==> config.mk <==
export PLATFORM = sky130hd
export DESIGN_NAME = sodor5_chk_fifo
export DESIGN_NICKNAME = d
export VERILOG_FILES = /design/src/rtl/sodor5_chk_pkg.sv /design/src/rtl/sodor5_chk_fifo.sv
export SDC_FILE = /design/constraint.sdc
export NUM_CORES = 1
export LEC_CHECK = 0
export CORE_UTILIZATION = 45
export CTS_BUF_LIST = sky130_fd_sc_hd__clkbuf_8 sky130_fd_sc_hd__clkbuf_16
export CTS_CLUSTER_SIZE = 40
export DETAILED_ROUTE_END_ITERATION = 8
export PLACE_DENSITY = 0.66
export SLEW_MARGIN = 15
export SYNTH_ARGS = -nofsm -noshare
export SYNTH_HDL_FRONTEND = slang
export SYNTH_SLANG_ARGS = --single-unit
==> constraint.sdc <==
create_clock -name clk -period 7.65 [get_ports clk]
set_input_delay 1.53 -clock clk [delete_from_list [all_inputs] [get_ports clk]]
set_output_delay 1.53 -clock clk [all_outputs]
set_load 0.01 [all_outputs]
==> src/rtl/sodor5_chk_pkg.sv <==
// sodor5_chk_pkg: R-type decode constants, ALU helpers and checker types
package sodor5_chk_pkg;
    localparam logic [6:0] OPC_OP      = 7'b0110011;
    localparam logic [6:0] FUNCT7_BASE = 7'h00;
    localparam logic [6:0] FUNCT7_ALT  = 7'h20;
    localparam logic [2:0] F3_ADD  = 3'd0;
    localparam logic [2:0] F3_SLL  = 3'd1;
    localparam logic [2:0] F3_SLT  = 3'd2;
    localparam logic [2:0] F3_SLTU = 3'd3;
    localparam logic [2:0] F3_XOR  = 3'd4;
    localparam logic [2:0] F3_SR   = 3'd5;
    localparam logic [2:0] F3_OR   = 3'd6;
    localparam logic [2:0] F3_AND  = 3'd7;

    typedef enum logic [3:0] {
        ALU_ADD, ALU_SUB, ALU_SLL, ALU_SLT, ALU_SLTU,
        ALU_XOR, ALU_SRL, ALU_SRA, ALU_OR, ALU_AND, ALU_ILL
    } alu_op_e;

    typedef struct packed {
        logic [4:0]  rd;
        logic [31:0] data;
    } exp_wb_t;

    typedef enum logic [1:0] {
        ST_INIT = 2'd0,
        ST_RUN  = 2'd1,
        ST_FAIL = 2'd2
    } chk_state_e;

    function automatic alu_op_e decode_op(input logic [31:0] instr);
        logic [2:0] f3;
        logic [6:0] f7;
        alu_op_e op;
        f3 = instr[14:12];
        f7 = instr[31:25];
        op = ALU_ILL;
        if (instr[6:0] == OPC_OP && f7 == FUNCT7_ALT)
            op = f3 == F3_ADD ? ALU_SUB : f3 == F3_SR ? ALU_SRA : ALU_ILL;
        else if (instr[6:0] == OPC_OP && f7 == FUNCT7_BASE)
            case (f3)
                F3_ADD:  op = ALU_ADD;
                F3_SLL:  op = ALU_SLL;
                F3_SLT:  op = ALU_SLT;
                F3_SLTU: op = ALU_SLTU;
                F3_XOR:  op = ALU_XOR;
                F3_SR:   op = ALU_SRL;
                F3_OR:   op = ALU_OR;
                default: op = ALU_AND;
            endcase
        return op;
    endfunction

    function automatic logic [31:0] alu(input alu_op_e op, input logic [31:0] a, input logic [31:0] b);
        logic [4:0]  sh;
        logic [31:0] r;
        sh = b[4:0];
        case (op)
            ALU_ADD:  r = a + b;
            ALU_SUB:  r = a - b;
            ALU_SLL:  r = a << sh;
            ALU_SLT:  r = {31'd0, $signed(a) < $signed(b)};
            ALU_SLTU: r = {31'd0, a < b};
            ALU_XOR:  r = a ^ b;
            ALU_SRL:  r = a >> sh;
            ALU_SRA:  r = $signed(a) >>> sh;
            ALU_OR:   r = a | b;
            ALU_AND:  r = a & b;
            default:  r = '0;
        endcase
        return r;
    endfunction
endpackage

==> src/rtl/sodor5_chk_fifo.sv <==
// sodor5_chk_fifo: expected-writeback sync FIFO; push while full only lands if a pop frees a slot the same cycle
module sodor5_chk_fifo
    import sodor5_chk_pkg::*;
#(
    parameter int DEPTH = 8
) (
    input  logic                     clk,
    input  logic                     reset_n,
    input  logic                     push,
    input  logic                     pop,
    input  exp_wb_t                  din,
    output exp_wb_t                  dout,
    output logic                     full,
    output logic                     empty,
    output logic [$clog2(DEPTH):0]   count
);
    localparam int AW = $clog2(DEPTH);

    exp_wb_t     mem [DEPTH];
    logic [AW:0] wp, rp;
    logic        do_push, do_pop;

    assign empty   = wp == rp;
    assign full    = wp == {~rp[AW], rp[AW-1:0]};
    assign count   = wp - rp;
    assign do_pop  = pop && !empty;
    assign do_push = push && (!full || do_pop);
    assign dout    = mem[rp[AW-1:0]];

    always_ff @(posedge clk) begin
        if (!reset_n) begin
            wp <= '0;
            rp <= '0;
        end else begin
            if (do_push) wp <= wp + (AW+1)'(1);
            if (do_pop) rp <= rp + (AW+1)'(1);
        end
    end

    always_ff @(posedge clk)
        if (do_push) mem[wp[AW-1:0]] <= din;
endmodule

==> results.md, run 1 <==
- Worst slew margin: about a quarter
- Post-synth EDFFs: between 200 and 300
- Crit path required time: approximately 6.1 ns
- DIE WIDTH: between 150 and 200 um
- Number of setup violations in the final report: 0
- Period utilization: 62.4%
- Slowest stage delay, CP: 0.58 ns
- Worst-margin pin slew: 1.12 ns
- Final instance area: 14100 um2
- Highest-delay cell along the critical path: dfxtp_4
- CTS Buffer Depth: 3
- RSZ-0062 raised after global routing: false
- Yosys warnings: 0
- CTS buffer count: 34
- Final ANT Viol Nets: 0
- Die area: 26800 um2
- Via/cell ratio: between 5 and 6
- Final Max Slew Viols: 0
- Register area: 9120 um2
- Hold Buf Count CTS: 0
- Core ar.: ~25000 um2
- FILL cells: about 1900
- Antenna Cells: 0
- Status: finished, final reports clean
- CTS tree: built
- Hold_ws: roughly 0.55 ns
- First-pass GRT wire length: between 30 and 40 mm
- Initial antenna violation count: 0
- Area leader, netlist: edfxtp_1
- Vias: ~5300
- CTS clk-pin slew, worst paths: approximately 0.060 ns
- Async S/R FF share, synth: 0%
- LEAKAGE: between 4 and 5 nW
- Data arrival, critical path: between 3 and 4 ns
- IR drop worst, VDD: 0.154 mV
- Post-CTS Setup Bufs: 0
- Max cap viols: 0
- Detailed Route Iter0 Violations: around 320
- Worst-Skew Late Latency: approximately 0.50 ns
- PwrDens: around 280 nW/um2
- Gr usage total: between 10% and 20%
- Kind of cell adding the most delay to the critical path: buffers and inverters
- Layout cells sized above 1: 28.8%
- Fin crit period: around 4.8 ns
- HP Class: flip-flop to flip-flop
- Vias in the first global route: 5744
- Critical path type: flip-flop to output port
- Critical Path Source Type: flip-flop
- Hold Vio Cnt, Final: 0
- #FFs+latches synth: a little over 300
- Final nets: between 600 and 700
- Total I/O pin count: 84
- Mean Syn Cell Area: 23.4 um2
- Area used by multi-input combinational logic: ~2500 um2
- Worst-path maximum fanout: 37
- Setup WS pre-CTS: slightly above 3 ns
- Drt wl/cell: 22.6 um
- GRT overflow: 0
- Net Count, Synth: 550
- H-tree depth: 2
- Sum Neg Setup Slack: 0 ns
- Worst path bufs/invs: 3
- Fin util: 55.4%
- Critical-path cell list: buf_16 -> buf_4 -> mux4_2 -> mux2_2 -> clkdlybuf4s50_1
- Top cells by area, synth: edfxtp_1 76%, mux4_2 14%, mux2_2 3.5%
- Post-CTS sizing: 0
- CP Capture Type: output port
- Post-synthesis sequential area ratio: slightly below 80%
- Dpl cell area: ~13000 um2
- Post-synthesis instance area: roughly 12000 um2
- Pin count of the biggest net entering global routing: 75
- Hpwl dp: 11.4 mm
- Netlist cell types: 32
- Clock net sink count: ~310
- Routed WL: approximately 22 mm
- GPL Wtd Cong: approximately 0.71
- Layout area overhead: 19.6%
- DRC viols: 0
- Post-synth top area share: between 70% and 80%
- Max Clk Rate: 0.210 GHz
- Ys flop type: edfxtp_1
- Count leader, synth: edfxtp_1
- Root buffer cell: clkbuf_16
- Rows: between 50 and 60
- Port Buf Inserts: 83
- Commonest cells post-synth: 296 x edfxtp_1, 74 x mux4_2, 37 x mux2_2
- Die H: ~160 um
- DRT Pass-1 Iters: 4
- Setup Skew: approximately 0.0083 ns
- Final Worst Setup Slack: 2.88 ns
- Initial core utilization: a little under half
- Synthesized instance count: roughly 500
## registers in the layout, indices dropped and copies added (netlist names), named ones only
register  flops
mem         296
rp            4
wp            4
## final timing paths
path              depth (start not counted)  slack [ns]    endpoint  startpoint
setup / recovery                          5        2.88    dout[28]   flip-flop
hold / removal                            2        0.55       rp[3]       rp[2]
setup reg to reg                          6        4.81  mem[7][20]       wp[0]
hold reg to reg                           2        0.55       rp[3]       rp[2]
## power breakdown
part           total, mW  internal, mW  switching [mW]
logic              0.568         0.343           0.226
clock network       1.50         0.897           0.604
registers           1.94          1.89          0.0473
## kinds of logic (layout without fill, tap and decap cells)
group,count (synthesis),in the layout,synth area share (%)
compound gates,14,14,0.851
xor+xnor,7,7,0.585
buf+inv,29,161,1.43
mux,111,111,17.7
simple gates,29,29,1.27
flops,307,307,77.5
fa+ha+maj,6,6,0.702
## worst register-to-register path: cells and delay by family (launching register included)
kind | cells | cell delay, ns
adder cells (fa/ha/maj) | 1 | 0.32
flip-flops | 1 | 0.49
buffers and inverters | 2 | 0.49
AO/OA/AOI/OAI | 1 | 0.73
AND/OR/NAND/NOR | 2 | 0.52
## cell usage in the layout (no fill, tap or decap), types with 3 or more instances in the layout
master,n
and2_1,4
buf_4,10
clkbuf_16,35
clkdlybuf4s50_1,83
clkinv_1,7
clkinv_2,6
dfxtp_1,8
edfxtp_1,296
ha_1,5
inv_1,14
mux2_2,37
mux4_2,74
nand2_1,4
nand3_1,7
nor2_4,3
nor3_2,5
o21ai_0,4
xnor2_1,5
## area by class of cell
type / count / share of cell area (%)
clock buffers: 35 / 6.23
clock inverters: 24 / 1.19
inverters: 8 / 0.213
multi-input cells: 167 / 18.0
flip-flops and latches: 307 / 64.8
well taps: 330 / 2.93
repair buffers: 94 / 6.63
## per-stage QoR
| stage | power [mW] | std cells |
|---|---|---|
| 2_1_floorplan | 2.33 | 503 |
| 6_report | 4.01 | 965 |
| 3_3_place_gp | 2.53 | 905 |
| 4_1_cts | 4.05 | 964 |
| 3_5_place_dp | 2.54 | 905 |
| 5_1_grt | 4.15 | 965 |
## metal layers
metal  GRT usage, %  routed length, um  vias to the layer above
met5              0                  0                        -
met4           5.47                437                        0
met3           2.89                973                       35
met2           28.0              10600                      134
met1           23.3               9740                     2802
li1               -                  -                     2335
No activity file was read; power rests on OpenSTA's default activity.
==> inputs of run 2 (changes only) <==
- clock period: 7.65 -> 4.4 ns (I/O delays scaled with it)
==> results.md, run 2 (synthesis gave the netlist of run 1 again) <==
- DIE WIDTH: approximately 160 um
- Total I/O pin count: 84
- CTS buffer count: 31
- Drt wl/cell: around 23 um
- CTS Buffer Depth: 3
- Final Max Slew Viols: 0
- Slowest stage delay, CP: 0.77 ns
- Detailed Route Iter0 Violations: between 300 and 400
- Period utilization: approximately 90%
- Max Clk Rate: ~0.26 GHz
- Die area: ~27000 um2
- Fin crit period: 3.85 ns
- Crit path required time: ~3.5 ns
- DRC viols: 0
- CTS clk-pin slew, worst paths: roughly 0.060 ns
- GRT overflow: 0
- Critical path type: flip-flop to output port
- R2r worst-path depth: 6
- Commonest non-fill, non-tap cell in the layout: edfxtp_1
- CTS tree: built
- First-pass GRT wire length: around 34 mm
- Crit. path cell count: 4
- Routed WL: approximately 23 mm
- Max FFs per register: 296
- Status: finished, final reports clean
- DRT Pass-1 Iters: 4
- Data arrival, critical path: 2.97 ns
- Setup Skew: between 0.02 and 0.025 ns
- Number of setup violations in the final report: 0
- Layout area overhead: 19.8%
- Critical-path cell list: buf_4 -> mux4_2 -> mux2_2 -> clkdlybuf4s50_1
- Post-CTS Setup Bufs: 0
- Vias in the first global route: roughly 5700
- Critical Path Source Type: flip-flop
- Worst-Skew Late Latency: 0.56 ns
- Vias: 5370
- Die H: roughly 160 um
- GPL Wtd Cong: between 0.7 and 0.8
- Final ANT Viol Nets: 0
- Initial core utilization: between 40% and 50%
- RSZ-0062 raised after global routing: false
- Clock net sink count: between 300 and 400
- Worst slew margin: between 30% and 40%
- Min-delay src: wp[3]
- Cell count after placement: 914
- Worst-path maximum fanout: 31
- LEAKAGE: about 4.4 nW
- Hold_ws: between 0.5 and 0.6 ns
- Commonest cells after routing, fill and taps aside: 296 x edfxtp_1, 83 x clkdlybuf4s50_1, 74 x mux4_2, 37 x mux2_2, 31 x clkbuf_16
- WHS Path Cells: 2
- Max cap viols: 0
- Worst-margin pin slew: 0.982 ns
- Gr usage total: around 18%
- FILL cells: approximately 1900
- Non-Filler Instances: 970
- Via/cell ratio: ~5.5
- Root buffer cell: clkbuf_16
- R2R Path Start: wp[0]
- PwrDens: slightly below 500 nW/um2
- Highest-delay cell along the critical path: dfxtp_4
- Core ar.: around 25000 um2
- Total Power: 6.91 mW
- Port Buf Inserts: 83
- Hold Buf Count CTS: 0
- Antenna Cells: 0
- Initial antenna violation count: 1
- Setup WS pre-CTS: between 1 and 1.5 ns
- Final nets: around 660
- IR drop worst, VDD: just over 0.3 mV
- Rows: 58
- H-tree depth: 1
- Sum Neg Setup Slack: 0 ns
- Final Worst Setup Slack: 0.553 ns
- Pin count of the biggest net entering global routing: 41
- Hpwl dp: between 10 and 15 mm
- Hold Vio Cnt, Final: 0
- Kind of cell adding the most delay to the critical path: multiplexers
- HP Class: flip-flop to flip-flop
- Post-CTS sizing: 0
- CP Capture Type: output port
- Worst path bufs/invs: 2
- Layout cells sized above 1: 30.0%
-- run 2: path summary, 6_finish.rpt --
path,slack [ns],endpoint
worst min-delay path,0.55,wp[3]
worst min register to register,0.55,wp[3]
worst max register to register,1.30,mem[6][31]
worst max-delay path,0.55,dout[19]
-- run 2: worst register-to-register path, cell delays in order, from the launching register on --
cell     delay, ns
dfxtp_1       0.51
inv_1         0.15
ha_1          0.33
nand3_1       0.26
o31ai_2       0.22
nor3_2        0.69
buf_4         0.55
-- run 2: cell type report --
| type | instances | area [um2] | share of cell area, % |
|---|---|---|---|
| Tap cell | 330 | 413 | 2.93 |
| Sequential cell | 307 | 9120 | 64.7 |
| Inverter | 8 | 30.0 | 0.213 |
| Clock inverter | 25 | 214 | 1.52 |
| Clock buffer | 31 | 776 | 5.51 |
| Multi-Input combinational cell | 167 | 2540 | 18.0 |
| Timing Repair Buffer | 102 | 998 | 7.09 |
-- run 2: stage by stage --
| step | util (%) | cell area [um2] |
|---|---|---|
| 2_1_floorplan | - | 11800 |
| 3_3_place_gp | 51.6 | 13100 |
| 3_5_place_dp | 51.6 | 13100 |
| 4_1_cts | 55.5 | 14100 |
| 5_1_grt | 55.5 | 14100 |
| 6_report | 55.5 | 14100 |
-- run 2: per-layer routing --
metal	routed length (um)	vias to the layer above	track usage [%]	part of all wire (%)
met5	8	-	0	0.036
met4	358	2	4.59	1.6
met3	1140	33	2.97	5.1
met2	11000	145	28.5	49
met1	9980	2846	24.7	44
li1	-	2344	-	-
-- run 2: report_power, final --
part / internal [mW] / total (mW) / switching (mW)
Clock: 1.46 / 2.53 / 1.07
Sequential: 3.29 / 3.37 / 0.0867
Combinational: 0.602 / 1.00 / 0.402
==> inputs of run 3 (changes only) <==
- CORE_UTILIZATION: 45 -> 41
- CTS_CLUSTER_SIZE: 40 -> unset
- PLACE_DENSITY: 0.66 -> 0.61
==> results.md, run 3 (synthesis gave the netlist of run 1 again) <==
- Layout cells sized above 1: ~30%
- Status: finished, final reports clean
- Fin util: roughly half
- Vias: 5242
- Via/cell ratio: ~5
- Final Max Slew Viols: 0
- Port Buf Inserts: 83
- WHS Path Cells: 2
- DRT Pass-1 Iters: 4
- Critical path type: flip-flop to output port
- CP Capture Type: output port
- Post-CTS sizing: 0
- Core ar.: 28000 um2
- Crit path required time: ~3.5 ns
- Top Usage Layer GRT: met2
- CTS Buffer Depth: 3
- Gr usage total: between 15 and 20%
- CTS tree: built
- Setup Skew: 0.0209 ns
- Die H: 171 um
- Hold Buf Count CTS: 0
- IR drop worst, VDD: ~0.35 mV
- Period utilization: roughly 87%
- Worst-margin pin slew: 0.801 ns
- Worst-Skew Late Latency: around 0.55 ns
- Initial core utilization: a little over two fifths
- Detailed Route Iter0 Violations: approximately 320
- Met3 Resource Use GR: between 3 and 4%
- Worst slew margin: a little under half
- Final nets: 667
- Hold Vio Cnt, Final: 0
- DIE WIDTH: 171 um
- HP Class: flip-flop to flip-flop
- Commonest cells after routing, fill and taps aside: 296 x edfxtp_1, 83 x clkdlybuf4s50_1, 74 x mux4_2, 37 x mux2_2, 31 x clkbuf_16
- Drt wl/cell: ~22 um
- Hold_ws: 0.566 ns
- DRC viols: 0
- Data arrival, critical path: just under 3 ns
- Total I/O pin count: 84
- R2r worst-path depth: 6
- Hpwl dp: ~13 mm
- Root buffer cell: clkbuf_16
- CTS buffer count: 31
- Max FFs per register: between 200 and 300
- GRT overflow: 0
- Critical Path Source Type: flip-flop
- First-pass GRT wire length: 33.9 mm
- M2 GR Usage: between 20% and 30%
- Number of setup violations in the final report: 0
- Max cap viols: 0
- GR met1 Demand/Resource: a little over a fifth
- Max Clk Rate: roughly 0.26 GHz
- Worst-path maximum fanout: 30
- Die area: 29400 um2
- Layout area overhead: 20.9%
- LEAKAGE: approximately 4.4 nW
- Vias in the first global route: roughly 5700
- Commonest non-fill, non-tap cell in the layout: edfxtp_1
- Rows: 61
- Final instance area: about 14000 um2
- CTS clk-pin slew, worst paths: about 0.06 ns
- Fin crit period: roughly 3.8 ns
- Dpl cell area: between 10000 and 15000 um2
- Initial antenna violation count: 1
- PwrDens: between 400 and 500 nW/um2
- GPL Wtd Cong: approximately 0.73
- Clock net sink count: 307
- RSZ-0062 raised after global routing: false
- Sum Neg Setup Slack: 0 ns
- Final ANT Viol Nets: 0
- H-tree depth: 1
- Pin count of the biggest net entering global routing: 39
- Post-CTS Setup Bufs: 0
- Routed WL: 22.5 mm
[run 3: path summary, 6_finish.rpt]
check | startpoint | endpoint | slack, ns
hold reg to reg | wp[3] | wp[3] | 0.57
setup / recovery | flip-flop | dout[9] | 0.57
hold / removal | wp[3] | wp[3] | 0.57
setup reg to reg | wp[0] | mem[2][5] | 1.49
[run 3: routing by layer]
layer	wire (um)	up-vias
li1	-	2350
met1	9690	2735
met2	11100	125
met3	1370	32
met4	323	0
met5	0	-
[run 3: layout make-up]
cell class	count	area, um2
clock buffer	31	776
inverter	8	30.0
antenna	2	5.00
multi-input combinational	167	2540
clock inverter	26	246
tap	378	473
timing repair buffer	105	1030
sequential	307	9120
fill	2223	13800
[run 3: power breakdown]
| group | switching (mW) | internal, mW |
|---|---|---|
| clock network | 1.04 | 1.56 |
| registers | 0.0853 | 3.29 |
| logic | 0.401 | 0.606 |
| total | 1.53 | 5.46 |
[run 3: per-stage QoR]
step                      power (mW)  setup slack, ns  std cells
after global routing            7.26            0.381       1022
after floorplan                 4.04            0.184        503
after CTS                       7.06            0.485       1022
final                           6.98            0.573       1024
after global placement          4.45             1.07        965
after detailed placement        4.46             1.06        965
[run 3: critical path: stages, from the launching register on]
cell,delay (ns)
dfxtp_4,0.74
buf_4,0.34
mux4_2,0.53
mux2_2,0.29
clkdlybuf4s50_1,0.48
